## src/rtl/spike_aer_pkg.sv

```systemverilog
// spike_aer_pkg: shared defaults, event word layout and priority-encoder helper for the AER encoder
package spike_aer_pkg;
   localparam int N_DEF     = 4;
   localparam int TS_W_DEF  = 8;
   localparam int DEPTH_DEF = 8;
   localparam int MAX_N     = 256;

   // Address width for n neurons; a single neuron still gets a 1-bit address
   function automatic int aw_of(input int n);
      return (n > 1) ? $clog2(n) : 1;
   endfunction

   // Event word is {addr, ts}: address in the upper aw bits, timestamp in the lower ts_w bits
   function automatic int ev_w(input int aw, input int ts_w);
      return aw + ts_w;
   endfunction

   localparam int AW_DEF   = aw_of(N_DEF);
   localparam int EV_W_DEF = ev_w(AW_DEF, TS_W_DEF);

   // Index of the lowest set bit; callers zero-extend their vector to MAX_N bits
   function automatic int lsb_index(input logic [MAX_N-1:0] v);
      for (int i = 0; i < MAX_N; i++)
         if (v[i]) return i;
      return 0;
   endfunction
endpackage

```

## src/rtl/aer_event_fifo.sv

```systemverilog
// aer_event_fifo: synchronous event FIFO with full/empty/count; head reads as zero when empty
module aer_event_fifo
   import spike_aer_pkg::*;
#(
   parameter int W     = EV_W_DEF,
   parameter int DEPTH = DEPTH_DEF,
   localparam int PW   = aw_of(DEPTH),
   localparam int CW   = $clog2(DEPTH + 1)
)(
   input  logic          clk,
   input  logic          reset,
   input  logic          push,
   input  logic          pop,
   input  logic [W-1:0]  din,
   output logic [W-1:0]  dout,
   output logic          full,
   output logic          empty,
   output logic [CW-1:0] count
);
   logic [W-1:0]  mem [DEPTH];
   logic [PW-1:0] wptr, rptr;
   logic          do_push, do_pop;

   assign full    = count == CW'(DEPTH);
   assign empty   = count == '0;
   assign do_push = push && !full;
   assign do_pop  = pop && !empty;
   assign dout    = empty ? '0 : mem[rptr];

   // Storage array: written only on an accepted push
   always_ff @(posedge clk) begin
      if (do_push) mem[wptr] <= din;
   end

   // Pointers and occupancy; full is judged on the pre-edge count so a pop never frees a same-edge slot
   always_ff @(posedge clk) begin
      if (reset) begin
         wptr  <= '0;
         rptr  <= '0;
         count <= '0;
      end else begin
         if (do_push) wptr <= (wptr == PW'(DEPTH - 1)) ? '0 : wptr + 1'b1;
         if (do_pop) rptr <= (rptr == PW'(DEPTH - 1)) ? '0 : rptr + 1'b1;
         count <= count + CW'(do_push) - CW'(do_pop);
      end
   end
endmodule

```

## src/rtl/spike_aer_encoder.sv

```systemverilog
// spike_aer_encoder: captures spike vectors per timestep and serialises them into {addr, ts} AER events
module spike_aer_encoder
   import spike_aer_pkg::*;
#(
   parameter int N     = N_DEF,
   parameter int TS_W  = TS_W_DEF,
   parameter int DEPTH = DEPTH_DEF,
   localparam int AW   = aw_of(N)
)(
   input  logic            clk,
   input  logic            reset,
   input  logic            enable,
   input  logic [N-1:0]    spikes_in,
   input  logic            clear_overflow,
   output logic            aer_valid,
   input  logic            aer_ready,
   output logic [AW-1:0]   aer_addr,
   output logic [TS_W-1:0] aer_ts,
   output logic            overflow
);
   localparam int EW = ev_w(AW, TS_W);
   localparam int CW = $clog2(DEPTH + 1);

   logic [TS_W-1:0] ts_cnt, pend_ts;
   logic [N-1:0]    pending;
   logic [AW-1:0]   idx;
   logic [EW-1:0]   din, dout;
   logic [CW-1:0]   fifo_count;
   logic            full, empty, push, pop;

   assign idx       = AW'(lsb_index(MAX_N'(pending)));
   assign din       = {idx, pend_ts};
   assign push      = |pending && !full;
   assign aer_valid = !empty;
   assign pop       = aer_ready && fifo_count != '0;
   assign aer_addr  = dout[TS_W +: AW];
   assign aer_ts    = dout[TS_W-1:0];

   // Timestep counter, pending-vector capture/scan and sticky overflow (set beats clear)
   always_ff @(posedge clk) begin
      if (reset) begin
         ts_cnt   <= '0;
         pending  <= '0;
         pend_ts  <= '0;
         overflow <= 1'b0;
      end else begin
         if (enable) ts_cnt <= ts_cnt + 1'b1;
         if (enable && pending == '0) begin
            pending <= spikes_in;
            pend_ts <= ts_cnt;
         end else if (push) begin
            pending <= pending & (pending - 1'b1);
         end
         if (enable && |pending && |spikes_in) overflow <= 1'b1;
         else if (clear_overflow) overflow <= 1'b0;
      end
   end

   aer_event_fifo #(.W(EW), .DEPTH(DEPTH)) u_fifo (
      .clk   (clk),
      .reset (reset),
      .push  (push),
      .pop   (pop),
      .din   (din),
      .dout  (dout),
      .full  (full),
      .empty (empty),
      .count (fifo_count)
   );
endmodule

```

## config.mk

```make
export PLATFORM = sky130hd
export DESIGN_NAME = spike_aer_encoder
export DESIGN_NICKNAME = d
export VERILOG_FILES = /design/src/rtl/spike_aer_pkg.sv /design/src/rtl/aer_event_fifo.sv /design/src/rtl/spike_aer_encoder.sv
export SDC_FILE = /design/constraint.sdc
export NUM_CORES = 1
export LEC_CHECK = 0
export ABC_CLOCK_PERIOD_IN_PS = 3050
export CORE_MARGIN = 2
export CORE_UTILIZATION = 59
export DETAILED_ROUTE_END_ITERATION = 8
export PLACE_DENSITY = 0.77
export SETUP_SLACK_MARGIN = 0.05
export SYNTH_ARGS = -nofsm -noshare
export SYNTH_HDL_FRONTEND = slang
export SYNTH_SLANG_ARGS = --single-unit
```

## constraint.sdc

```tcl
create_clock -name clk -period 3.05 [get_ports clk]
set_input_delay 0.4575 -clock clk [delete_from_list [all_inputs] [get_ports clk]]
set_output_delay 0.4575 -clock clk [all_outputs]
set_load 0.005 [all_outputs]
```

### Yosys cells after proc, flatten, opt, wreduce, memory -nomap -nowiden

Memories as Yosys holds them, arrays and structs flattened. A register that Yosys moved wholly into a read port is not among the register bits.
Cells that the tools add are included.

| operators by class | value |
|---|---|
| $add $sub $neg | 6 |
| mux-type cells | 30 |
| reductions and logical operators | 16 |
| bitwise gates (word level) | 1 |
| eq/ne operators | 3 |

Operators with widths:

| kind | number |
|---|---|
| 2-to-1 mux 1 bit | 17 |
| 2-to-1 mux 2 bit | 6 |
| 2-to-1 mux 3 bit | 4 |
| 2-to-1 mux 10 bit | 1 |
| adder 8 x 1 -> 8 bit, second input constant | 1 |
| logical NOT 4 bit | 2 |
| 2-to-1 mux 4 bit | 2 |
| OR reduction 4 bit | 2 |
| logical AND 1 bit | 7 |
| adder 3 x 1 -> 3 bit, second input constant | 2 |
| equality test 3 bit, second input constant | 2 |
| adder 4 x 1 -> 4 bit | 1 |
| AND 4 bit | 1 |
| equality test 4 bit, second input constant | 1 |
| nonzero test 2 bit | 2 |
| nonzero test 4 bit | 1 |
| subtractor 4 x 1 -> 4 bit | 1 |
| subtractor 4 x 1 -> 4 bit, second input constant | 1 |
| logical NOT 1 bit | 2 |

| storage, ports and cells | value |
|---|---|
| input bits | 9 |
| output and inout port bits | 12 |
| flip-flop bits (word level) | 31 |
| bits in writable memories | 80 |
| logic and storage cells | 64 |
| memories kept | 1 |

Memory list:

| name | words | width | rd ports | clocked after Yosys merged registers in | wr ports | RTL line | RTL |
|---|---|---|---|---|---|---|---|
| u_fifo.mem | 8 | 10 | 1 | 1 | 1 | aer_event_fifo.sv:20 | `logic [W-1:0] mem [DEPTH];` |

### Depth between registers and ports, before layout

Gate-level depths: netlist of the first run.

| logic depth | value |
|---|---|
| depth in word-level cells | 8 |
| gate-level depth with buffers | 11 |
| gate-level depth less buffers | 11 |

### Cells and area by module

From an unflattened synthesis of the first run, not the netlist that was laid out.

| unflattened totals | value |
|---|---|
| cells, all modules | 297 |
| area total of the unflattened synthesis | 4,644.5 µm² |

By module, submodules not included:

| module | times used | seq. area each (µm²) | area an instance (µm²) | cells each |
|---|---|---|---|---|
| aer_event_fifo | 1 | 2,662.6 | 3,702.3 | 194 |
| spike_aer_encoder | 1 | 420.4 | 942.2 | 103 |

### Least setup slack after synthesis of the first run

Ideal clock, no wire load.

| timing path | value |
|---|---|
| kind | register to register |
| start | register u_fifo.count[2] |
| end | memory u_fifo.mem[0][0] in the netlist's numbering, enable pin |
| data arrival time | 1.880 ns |
| data required time | 2.646 ns |
| cell stages (with the launch flop) | 6 |
| slack | 0.767 ns |
| setup time | 0.404 ns |
| path buffers | 0 |
| period minus slack after synthesis | 2.283 ns |
| path through | dfxtp_1 inv_1 ha_1 or3b_2 nand2_1 nor4_1 |

| between the ends | value |
|---|---|
| longest elaborated chain between the ends | 6 |

Ends and longest elaborated chain:

| element | RTL line | RTL |
|---|---|---|
| start, declared | aer_event_fifo.sv:18 | `output logic [CW-1:0] count` |
| start signal, assigned | aer_event_fifo.sv:44 | `count <= count + CW'(do_push) - CW'(do_pop);` |
| equality test 4 bit * | aer_event_fifo.sv:24 | `assign full = count == CW'(DEPTH);` |
| logical NOT 1 bit * | aer_event_fifo.sv:26, spike_aer_encoder.sv:33 |  |
| logical AND 1 bit | spike_aer_encoder.sv:33 | `assign push = \|pending && !full;` |
| logical AND 1 bit * | aer_event_fifo.sv:26 | `assign do_push = push && !full;` |
| 2-to-1 mux 1 bit * | aer_event_fifo.sv:32 | `if (do_push) mem[wptr] <= din;` |
| 2-to-1 mux 1 bit (implied by the code) * | aer_event_fifo.sv:32 |  |
| end, declared | aer_event_fifo.sv:20 |  |

Every way passes the cells marked *; elsewhere a longest branch is shown, timed or not.

==> results by group, run 1 <==
Synthesis
  • Flip-flop cell with the highest count after synthesis: sky130_fd_sc_hd__edfxtp_1
  • Yosys cell types: 42
  • EDFF count, synth: 80
  • Fraction of registers with async set or reset after synthesis: 0%
  • Synth Register Bits: between 100 and 150
  • Mean Syn Cell Area: around 15 um2
  • Netlist Area Pre-Place: 4650 um2
  • Post-synthesis instance total: 302
  • Synth warnings: 0
  • Post-synthesis sequential area ratio: between 60% and 70%
  • Net count after synthesis: 322

Global routing
  • Total global routing track utilization: approximately 23%
  • Via count of the first global-routing pass: ~2,700
  • Wire length of the first global-routing pass: approximately 14,000 um
  • Overflow left after global routing: 0
  • Number of antenna violations at the first check in global routing: 0
  • Largest net degree at the start of global routing: 36

Layout
  • Commonest cells after routing, fill and taps aside: 80 x sky130_fd_sc_hd__edfxtp_1, 34 x sky130_fd_sc_hd__dfxtp_1, 21 x sky130_fd_sc_hd__nand2b_1
  • Fin util: between 70% and 80%
  • Antenna cell count: 0
  • Most common cell after layout, fill and taps aside: sky130_fd_sc_hd__edfxtp_1
  • Post-route non-filler standard cell count: between 400 and 500
  • Share of layout cells above drive strength 1: around a fifth
  • Signed area change from the synthesized netlist to the final layout: 20.3%
  • Net count reported at finish: around 360
  • Filler instances: between 500 and 600

Die
  • Area of the die: between 8000 and 9000 um2
  • Core region area: between 7000 and 8000 um2
  • Boundary Pins: 21
  • Std-Cell Rows: 32
  • Die height: ~93 um
  • Effective utilization at floorplan: roughly three fifths
  • Overall die width: slightly above 90 um

Worst setup path
  • Critical path launch point type: register
  • Required time worst endpoint: 2.59 ns
  • Largest fanout on the critical path: 20
  • Crit path arrival time: about 2.4 ns
  • Beginning of the worst register-to-register path: u_fifo.count[2]
  • Kind of critical path: register to primary output
  • Category of the worst setup path capture point: primary output

STA
  • Final hold violation count: 0
  • Sum of negative setup slack: 0 ns
  • Final clock period utilization by the worst path: between 90% and 100%
  • Max-slew violations: 0
  • Hold Slack: between 0.4 and 0.5 ns
  • Unrepaired setup endpoints after global routing: no
  • Layout Skew: about 0.0076 ns
  • Clock period minus worst slack: approximately 2.9 ns
  • Final worst-path setup slack: around 0.19 ns
  • Least-Margin Pin Slew: about 0.98 ns
  • Rel. slew slack: 34.2%
  • Maximum achievable frequency: 0.350 GHz
  • Number of setup violations in the final report: 0

Route
  • Initial drt markers: about 210
  • DRC: 0
  • Vias after detailed routing: about 2,700
  • First-pass DRT Iterations: 4
  • Total Routed Length: just under 9000 um
  • Average wire per standard cell: between 15 and 20 um
  • Number of nets still failing antenna checks after routing: 0
  • Vias per std cell: about 5.8

Clock tree
  • Clock sink count: ~110
  • Inserted Clock Buffers: 17
  • Maximum count of clock buffers along a single path: 2
  • TritonCTS clock tree: done
  • Insertion delay of the later-clocked pin in the worst-skew pair: around 0.51 ns
  • Clock Tree Root: sky130_fd_sc_hd__clkbuf_8
  • Clock H-tree levels: 4
  • Clk pin slew, worst setup/hold paths: approximately 0.060 ns

Status
  • Status: complete, no violations

Hold path
  • Start point of the worst hold path: ts_cnt[7]
  • Path type of the worst min-delay path: register to register

Placement
  • Port bufs: 20
  • HPWL after detailed placement: between 5000 and 6000 um
  • Placed cells: roughly 420
  • Weighted congestion at the end of routability-driven global placement: ~0.77
  • Worst setup timing slack at the placement stage: between 0.4 and 0.5 ns

Pwr
  • Cell leakage power: around 0.0020 uW
  • Pwr/cell area: roughly 840 nW/um2
  • Worst-case vdd ir drop: ~430 uV

Flow run
  • Total of max-cap violations: 0
==> worst paths after layout <==
kind	end	slack, ns	cells past startpoint
setup / recovery	aer_ts[4]	0.19	4
hold / removal	pend_ts[7]	0.49	2
setup reg to reg	u_fifo.count[3]	0.75	9
hold reg to reg	pend_ts[7]	0.49	2
==> layout make-up <==
type	instances	area, um2	area share [%]
inverters	11	41.3	0.738
clock buffers	17	414	7.40
clock inverters	15	159	2.84
repair buffers	34	309	5.52
multi-input cells	164	1460	26.2
flip-flops and latches	114	3080	55.1
well taps	102	128	2.28
==> sequential cells by signal (all words and copies together) (netlist names), named ones only <==
| signal | cells |
|---|---|
| overflow | 1 |
| pend_ts | 8 |
| pending | 4 |
| ts_cnt | 8 |
| u_fifo.count | 4 |
| u_fifo.mem | 80 |
| u_fifo.rptr | 3 |
| u_fifo.wptr | 3 |
==> synth_stat cells (all sizes together), types with 2 or more instances <==
cell	number	share of area, %
edfxtp	80	52
nor3	7	0.86
dfxtp	34	15
clkbuf	5	0.40
nand2	4	0.32
nor2b	2	0.27
inv	11	0.89
mux2i	9	1.9
ha	10	2.7
nand4	3	0.40
xor2	4	0.75
nand3b	2	0.32
nor4	2	0.27
nand2b	21	2.8
or4	4	0.73
a22o	10	1.9
a21oi	14	1.5
mux4	20	9.7
nand3	8	0.86
buf	8	1.3
nor2	15	1.2
o21ai	12	1.3
nor3b	2	0.56
or3	3	0.40
==> logic make-up after synthesis <==
family	count (synthesis)	synth area share, %
multiplexers	30	11.9
buffers and inverters	24	2.58
XOR/XNOR	5	0.941
AO/OA/AOI/OAI	42	5.68
adder cells (fa/ha/maj)	11	3.12
flip-flops	114	66.3
AND/OR/NAND/NOR	76	9.55
==> critical path: stages, from the launching register on <==
cell and delay, ns:
sky130_fd_sc_hd__dfxtp_1 0.33, sky130_fd_sc_hd__buf_6 0.28, sky130_fd_sc_hd__mux4_2 0.56, sky130_fd_sc_hd__a22o_1 0.26, sky130_fd_sc_hd__clkdlybuf4s50_1 0.45
==> where the power goes <==
part           internal [uW]  switching [uW]  leakage (uW)
combinational            537             468      0.000663
sequential              1770            74.9       0.00110
clock                   1160             693      0.000274
==> through the flow <==
step,instance area (um2),total power (uW)
after CTS,5570,4710
after global placement,5000,2800
after detailed placement,5000,2830
final,5600,4710
after floorplan,4650,2480
after global routing,5600,4920
==> timing repair <==
item / in CTS / in global routing
hold buffers: 0 / 0
setup buffers: 0 / 2
endpoints found under the setup margin: 10 / 10
resized for setup: 2 / 2
endpoints found under the hold margin: 0 / 0
==> metal layers <==
metal	track usage, %	vias up	part of all wire, %
met4	11.5	0	2.2
li1	-	1250	-
met2	37.3	79	51
met3	5.78	18	4.7
met5	0	-	0
met1	29.1	1320	42
(Power assumes the default switching activity.)
==> inputs of run 2 (changes only) <==
--- a/config.mk
+++ b/config.mk
@@ -7,9 +7,10 @@
 export LEC_CHECK = 0
 export ABC_CLOCK_PERIOD_IN_PS = 3050
 export CORE_MARGIN = 2
-export CORE_UTILIZATION = 59
+export CORE_UTILIZATION = 60
+export CTS_BUF_LIST = sky130_fd_sc_hd__clkbuf_2
 export DETAILED_ROUTE_END_ITERATION = 8
-export PLACE_DENSITY = 0.77
+export PLACE_DENSITY = 0.78
 export SETUP_SLACK_MARGIN = 0.05
 export SYNTH_ARGS = -nofsm -noshare
 export SYNTH_HDL_FRONTEND = slang
==> results by group, run 2 (synthesis results as in run 1) <==
STA
  • Layout Skew: 0.0273 ns
  • Rel. slew slack: 31.9%
  • Least-Margin Pin Slew: 1.02 ns
  • Clock period minus worst slack: around 2.9 ns
  • Max-slew violations: 0
  • Number of setup violations in the final report: 0
  • Unrepaired setup endpoints after global routing: yes
  • Maximum achievable frequency: 0.348 GHz
  • Sum of negative setup slack: 0 ns
  • Final hold violation count: 0
  • Final clock period utilization by the worst path: about 94%

Layout
  • Footprint of the multi-input gates: roughly 1500 um2
  • Signed area change from the synthesized netlist to the final layout: 15.7%
  • Leading registers by flop count: u_fifo.mem: 80 flops, pend_ts: 8 flops, ts_cnt: 8 flops
  • Fin util: a little over two thirds
  • Net count reported at finish: between 300 and 400
  • Commonest cells after routing, fill and taps aside: 80 x sky130_fd_sc_hd__edfxtp_1, 33 x sky130_fd_sc_hd__dfxtp_1, 21 x sky130_fd_sc_hd__nand2b_1
  • Share of layout cells above drive strength 1: a little under a quarter
  • Most common cell after layout, fill and taps aside: sky130_fd_sc_hd__edfxtp_1
  • Number of flip-flops under the largest register name: 80
  • Biggest register: u_fifo.mem
  • Antenna cell count: 0
  • Filler instances: between 500 and 600
  • Flip-flop and latch area: 3090 um2

Clock tree
  • Insertion delay of the later-clocked pin in the worst-skew pair: between 0.6 and 0.7 ns
  • Clock sink count: around 110
  • Maximum count of clock buffers along a single path: 2
  • Quantity of hold-fixing buffers added after cts: 0
  • Clk pin slew, worst setup/hold paths: 0.17 ns
  • Clock Tree Root: sky130_fd_sc_hd__clkbuf_2
  • Clock H-tree levels: 4
  • TritonCTS clock tree: done
  • Inserted Clock Buffers: 17

Route
  • Routed wire length on met2: 4650 um
  • Metal3 WL: approximately 400 um
  • Top routing layer used: met4
  • Vias after detailed routing: 2,715
  • First-pass DRT Iterations: 5
  • Initial drt markers: approximately 210
  • Met1 WL: around 3700 um
  • Number of nets still failing antenna checks after routing: 0
  • DRC: 0
  • Average wire per standard cell: approximately 19 um
  • Total Routed Length: slightly below 9000 um
  • Vias per std cell: 5.83

Pwr
  • Cell leakage power: just over 0.002 uW
  • Sequential group share of total power: around 48%
  • Pwr/cell area: just over 700 nW/um2
  • Share of total power consumed by net switching: between 20% and 30%
  • Worst-case vdd ir drop: 384 uV
  • Switching power total: 1130 uW
  • Part of the total power dissipated in the clock network: 24.2%
  • Cell internal power dissipation: ~2700 uW
  • Relative contribution of combinational cells to total power: ~28%
  • Total power after layout: ~3900 uW

Worst setup path
  • Largest fanout on the critical path: 5
  • Critical path launch point type: register
  • Worst stage delay on the critical path: 0.50 ns
  • Category of the worst setup path capture point: primary output
  • Register-to-register setup slack: 0.67 ns
  • Crit path arrival time: between 2 and 2.5 ns
  • Path depth of the worst reg2reg path: 9
  • CP delay by family, top: buffers and inverters
  • Kind of critical path: register to primary output
  • Worst reg2reg endpoint: u_fifo.count[3]
  • Critical path buffer and inverter count: 2
  • Cell with the largest stage delay on the worst path: sky130_fd_sc_hd__mux4_2
  • Beginning of the worst register-to-register path: u_fifo.count[2]
  • Critical path cell sequence: clkbuf_16, mux4_2, a22o_1, clkdlybuf4s50_1
  • Required time worst endpoint: approximately 2.6 ns

Die
  • Overall die width: 92.1 um
  • Die height: 92.1 um
  • Core region area: between 7000 and 8000 um2
  • Std-Cell Rows: 32
  • Effective utilization at floorplan: 61.2%
  • Boundary Pins: 21
  • Area of the die: roughly 8500 um2

Global routing
  • Number of antenna violations at the first check in global routing: 0
  • Wire length of the first global-routing pass: between 10,000 and 15,000 um
  • Total global routing track utilization: 21.5%
  • Largest net degree at the start of global routing: 37
  • Via count of the first global-routing pass: approximately 2,700
  • Overflow left after global routing: 0

Hold path
  • Hold Crit Depth: 3
  • Worst hold path endpoint: pending[0]
  • Path type of the worst min-delay path: input port to register
  • Start point of the worst hold path: spikes_in[0]

Placement
  • Weighted congestion at the end of routability-driven global placement: roughly 0.8
  • Port bufs: 20
  • HPWL after detailed placement: between 5000 and 6000 um

Flow run
  • Total of max-cap violations: 0

Status
  • Status: complete, no violations
-- run 2: worst max-delay path by stage --
stage                    startpoint                to  slack, ns  cells after the start
finish                     register         aer_ts[5]       0.17                      4
global route        u_fifo.count[2]         aer_ts[7]       0.03                      7
CTS                        register         aer_ts[7]       0.06                      4
detailed placement  u_fifo.count[2]         aer_ts[7]       0.53                      7
global placement    u_fifo.count[2]         aer_ts[1]       0.64                      7
floorplan           u_fifo.count[2]  u_fifo.mem[0][0]       0.77                      5
-- run 2: through the flow --
| stage | setup WS [ns] | cells | cell area (um2) | hold WS (ns) |
|---|---|---|---|---|
| after global routing | 0.0289 | 466 | 5380 | 0.384 |
| final | 0.174 | 466 | 5380 | 0.414 |
| after floorplan | 0.767 | 302 | 4650 | 0.454 |
| after detailed placement | 0.527 | 424 | 5000 | 0.480 |
| after CTS | 0.0556 | 457 | 5260 | 0.359 |
| after global placement | 0.638 | 424 | 5000 | 0.469 |
-- run 2: layer usage --
metal  up-vias  global-route usage [%]
li1       1273                       -
met1      1357                    28.0
met2        81                    35.7
met3         4                    5.51
met4         0                    7.46
met5         -                       0
-- run 2: area by class of cell --
cell class,count,area share (%)
multi-input cells,165,27.2
flip-flops and latches,114,57.3
inverters,11,0.767
clock inverters,14,2.63
well taps,102,2.37
clock buffers,18,1.67
repair buffers,42,7.97
-- run 2: repair_timing --
action                                  CTS  global route
cloned                                    0             4
resized for setup                         5             9
buffers inserted                          1             5
endpoints found under the setup margin   10            10
-- run 2: power by group through the flow --
stage               clock (uW)  combinational (uW)  sequential [uW]
floorplan                    0                 626             1850
CTS                        960                1010             1840
global placement             0                 949             1860
detailed placement           0                 978             1870
finish                     938                1080             1850
global route              1030                1180             1870
-- run 2: worst reg2reg max path, cell delays in order, from the launching register on --
cell and delay (ns):
sky130_fd_sc_hd__dfxtp_1 0.35, sky130_fd_sc_hd__inv_2 0.07, sky130_fd_sc_hd__ha_1 0.17, sky130_fd_sc_hd__or3b_2 0.53, sky130_fd_sc_hd__nand2_1 0.20, sky130_fd_sc_hd__inv_1 0.10, sky130_fd_sc_hd__ha_1 0.22, sky130_fd_sc_hd__a21o_1 0.16
sky130_fd_sc_hd__a21oi_1 0.15, sky130_fd_sc_hd__mux2_2 0.34
==> inputs of run 3 (changes only) <==
--- a/config.mk
+++ b/config.mk
@@ -10,6 +10,7 @@
 export CORE_UTILIZATION = 60
 export CTS_BUF_LIST = sky130_fd_sc_hd__clkbuf_2
 export DETAILED_ROUTE_END_ITERATION = 8
+export MAX_ROUTING_LAYER = met4
 export PLACE_DENSITY = 0.78
 export SETUP_SLACK_MARGIN = 0.05
 export SYNTH_ARGS = -nofsm -noshare
==> results by group, run 3 (synthesis results as in run 1) <==
Layout
  • Leading registers by flop count: u_fifo.mem: 80 flops, pend_ts: 8 flops, ts_cnt: 8 flops
  • Net count reported at finish: about 370
  • Signed area change from the synthesized netlist to the final layout: 14.7%
  • Filler instances: 522
  • Biggest register: u_fifo.mem
  • Commonest cells after routing, fill and taps aside: 80 x sky130_fd_sc_hd__edfxtp_1, 32 x sky130_fd_sc_hd__dfxtp_1, 21 x sky130_fd_sc_hd__nand2b_1
  • Number of flip-flops under the largest register name: 80
  • Antenna cell count: 0
  • Share of layout cells above drive strength 1: 22.2%
  • Most common cell after layout, fill and taps aside: sky130_fd_sc_hd__edfxtp_1

Worst setup path
  • Category of the worst setup path capture point: primary output
  • Largest fanout on the critical path: 10
  • Critical path launch point type: register
  • Required time worst endpoint: 2.59 ns
  • Kind of critical path: register to primary output
  • Path depth of the worst reg2reg path: 9
  • Crit path arrival time: roughly 2.4 ns

Clock tree
  • Clock Tree Root: sky130_fd_sc_hd__clkbuf_2
  • Insertion delay of the later-clocked pin in the worst-skew pair: about 0.62 ns
  • Maximum count of clock buffers along a single path: 2
  • Clock H-tree levels: 4
  • TritonCTS clock tree: done
  • Clk pin slew, worst setup/hold paths: 0.17 ns
  • Clock sink count: 114
  • Inserted Clock Buffers: 17

Status
  • Status: complete, no violations

STA
  • Final hold violation count: 0
  • Final clock period utilization by the worst path: between 90% and 100%
  • Clock period minus worst slack: ~2.8 ns
  • Max-slew violations: 0
  • Number of setup violations in the final report: 0
  • Least-Margin Pin Slew: ~1.0 ns
  • Maximum achievable frequency: between 0.3 and 0.4 GHz
  • Layout Skew: 0.0255 ns
  • Unrepaired setup endpoints after global routing: no
  • Rel. slew slack: between 30% and 40%
  • Sum of negative setup slack: 0 ns

Route
  • Vias after detailed routing: 2,658
  • DRC: 0
  • Vias per std cell: around 5.7
  • Initial drt markers: about 190
  • Total Routed Length: around 8500 um
  • Average wire per standard cell: around 18 um
  • Number of nets still failing antenna checks after routing: 0
  • First-pass DRT Iterations: 5

Pwr
  • Total power after layout: approximately 3800 uW
  • Cell leakage power: ~0.002 uW
  • Worst-case vdd ir drop: just under 400 uV
  • Pwr/cell area: just over 700 nW/um2

Hold path
  • Path type of the worst min-delay path: input port to register
  • Hold Crit Depth: 3

Flow run
  • Total of max-cap violations: 0

Global routing
  • Largest net degree at the start of global routing: 37
  • Total global routing track utilization: between 20% and 30%
  • Via count of the first global-routing pass: ~2,700
  • Number of antenna violations at the first check in global routing: 0
  • Wire length of the first global-routing pass: around 14,000 um
  • Overflow left after global routing: 0

Die
  • Effective utilization at floorplan: roughly three fifths
  • Area of the die: about 8500 um2
  • Die height: roughly 92 um
  • Std-Cell Rows: 32
  • Boundary Pins: 21
  • Overall die width: about 92 um
  • Core region area: about 7600 um2

Placement
  • Weighted congestion at the end of routability-driven global placement: 0.815
  • HPWL after detailed placement: 5280 um
  • Port bufs: 20
run 3: changes by cell type in the layout (fill, tap and decap cells not counted):
cell	change
sky130_fd_sc_hd__clkdlybuf4s50_1	+1
sky130_fd_sc_hd__buf_6	-1
sky130_fd_sc_hd__dfxtp_2	+1
sky130_fd_sc_hd__dlymetal6s2s_1	-1
sky130_fd_sc_hd__clkbuf_16	-1
sky130_fd_sc_hd__buf_4	-1
sky130_fd_sc_hd__dfxtp_1	-1
run 3: per-stage QoR:
step	setup WS, ns	instance area [um2]	utilization (%)	hold slack (ns)	instances
3_3_place_gp	0.638	5000	65.8	0.469	424
2_1_floorplan	0.767	4650	-	0.454	302
4_1_cts	0.0556	5260	69.1	0.359	457
3_5_place_dp	0.527	5000	65.8	0.480	424
6_report	0.200	5340	70.2	0.416	463
5_1_grt	0.0510	5340	70.2	0.392	463
run 3: power by group:
part	internal, uW	leakage (uW)	switching (uW)
Combinational	571	0.000755	464
Sequential	1770	0.00110	79.6
Clock	371	0.000129	560
Total	2710	0.00198	1100
run 3: cell type report:
class	count	area (um2)	share of cell area, %
clock inverters	14	141	2.65
inverters	11	41.3	0.774
well taps	102	128	2.39
clock buffers	18	90.1	1.69
repair buffers	39	383	7.17
multi-input cells	165	1470	27.5
flip-flops and latches	114	3090	57.9
run 3: repair_timing:
item,CTS,global route
buffers inserted,1,4
gates cloned,0,2
endpoints found under the setup margin,10,10
gates resized for setup,5,9
hold endpoints to repair,0,0
hold buffers,0,0
run 3: per-layer routing:
metal  wire length [um]  part of all wire (%)  track usage, %  vias to the layer above
li1                   -                     -               -                     1259
met1               3500                    41            28.1                     1301
met2               4380                    51            35.7                       92
met3                578                   6.8            5.42                        6
met4                 57                  0.67            7.46                        0
met5                  0                     0               -                        -
run 3: path summary, 6_finish.rpt:
path / slack (ns) / startpoint / to
setup / recovery: 0.20 / register / aer_ts[2]
hold / removal: 0.42 / spikes_in[0] / pending[0]
setup reg to reg: 0.67 / u_fifo.count[2] / u_fifo.count[3]
hold reg to reg: 0.50 / ts_cnt[7] / ts_cnt[7]
run 3: worst max-delay path, stage by stage (launching register included):
cell                              delay (ns)
sky130_fd_sc_hd__dfxtp_4                0.42
sky130_fd_sc_hd__buf_12                 0.15
sky130_fd_sc_hd__mux4_2                 0.52
sky130_fd_sc_hd__a22o_1                 0.24
sky130_fd_sc_hd__clkdlybuf4s50_1        0.43
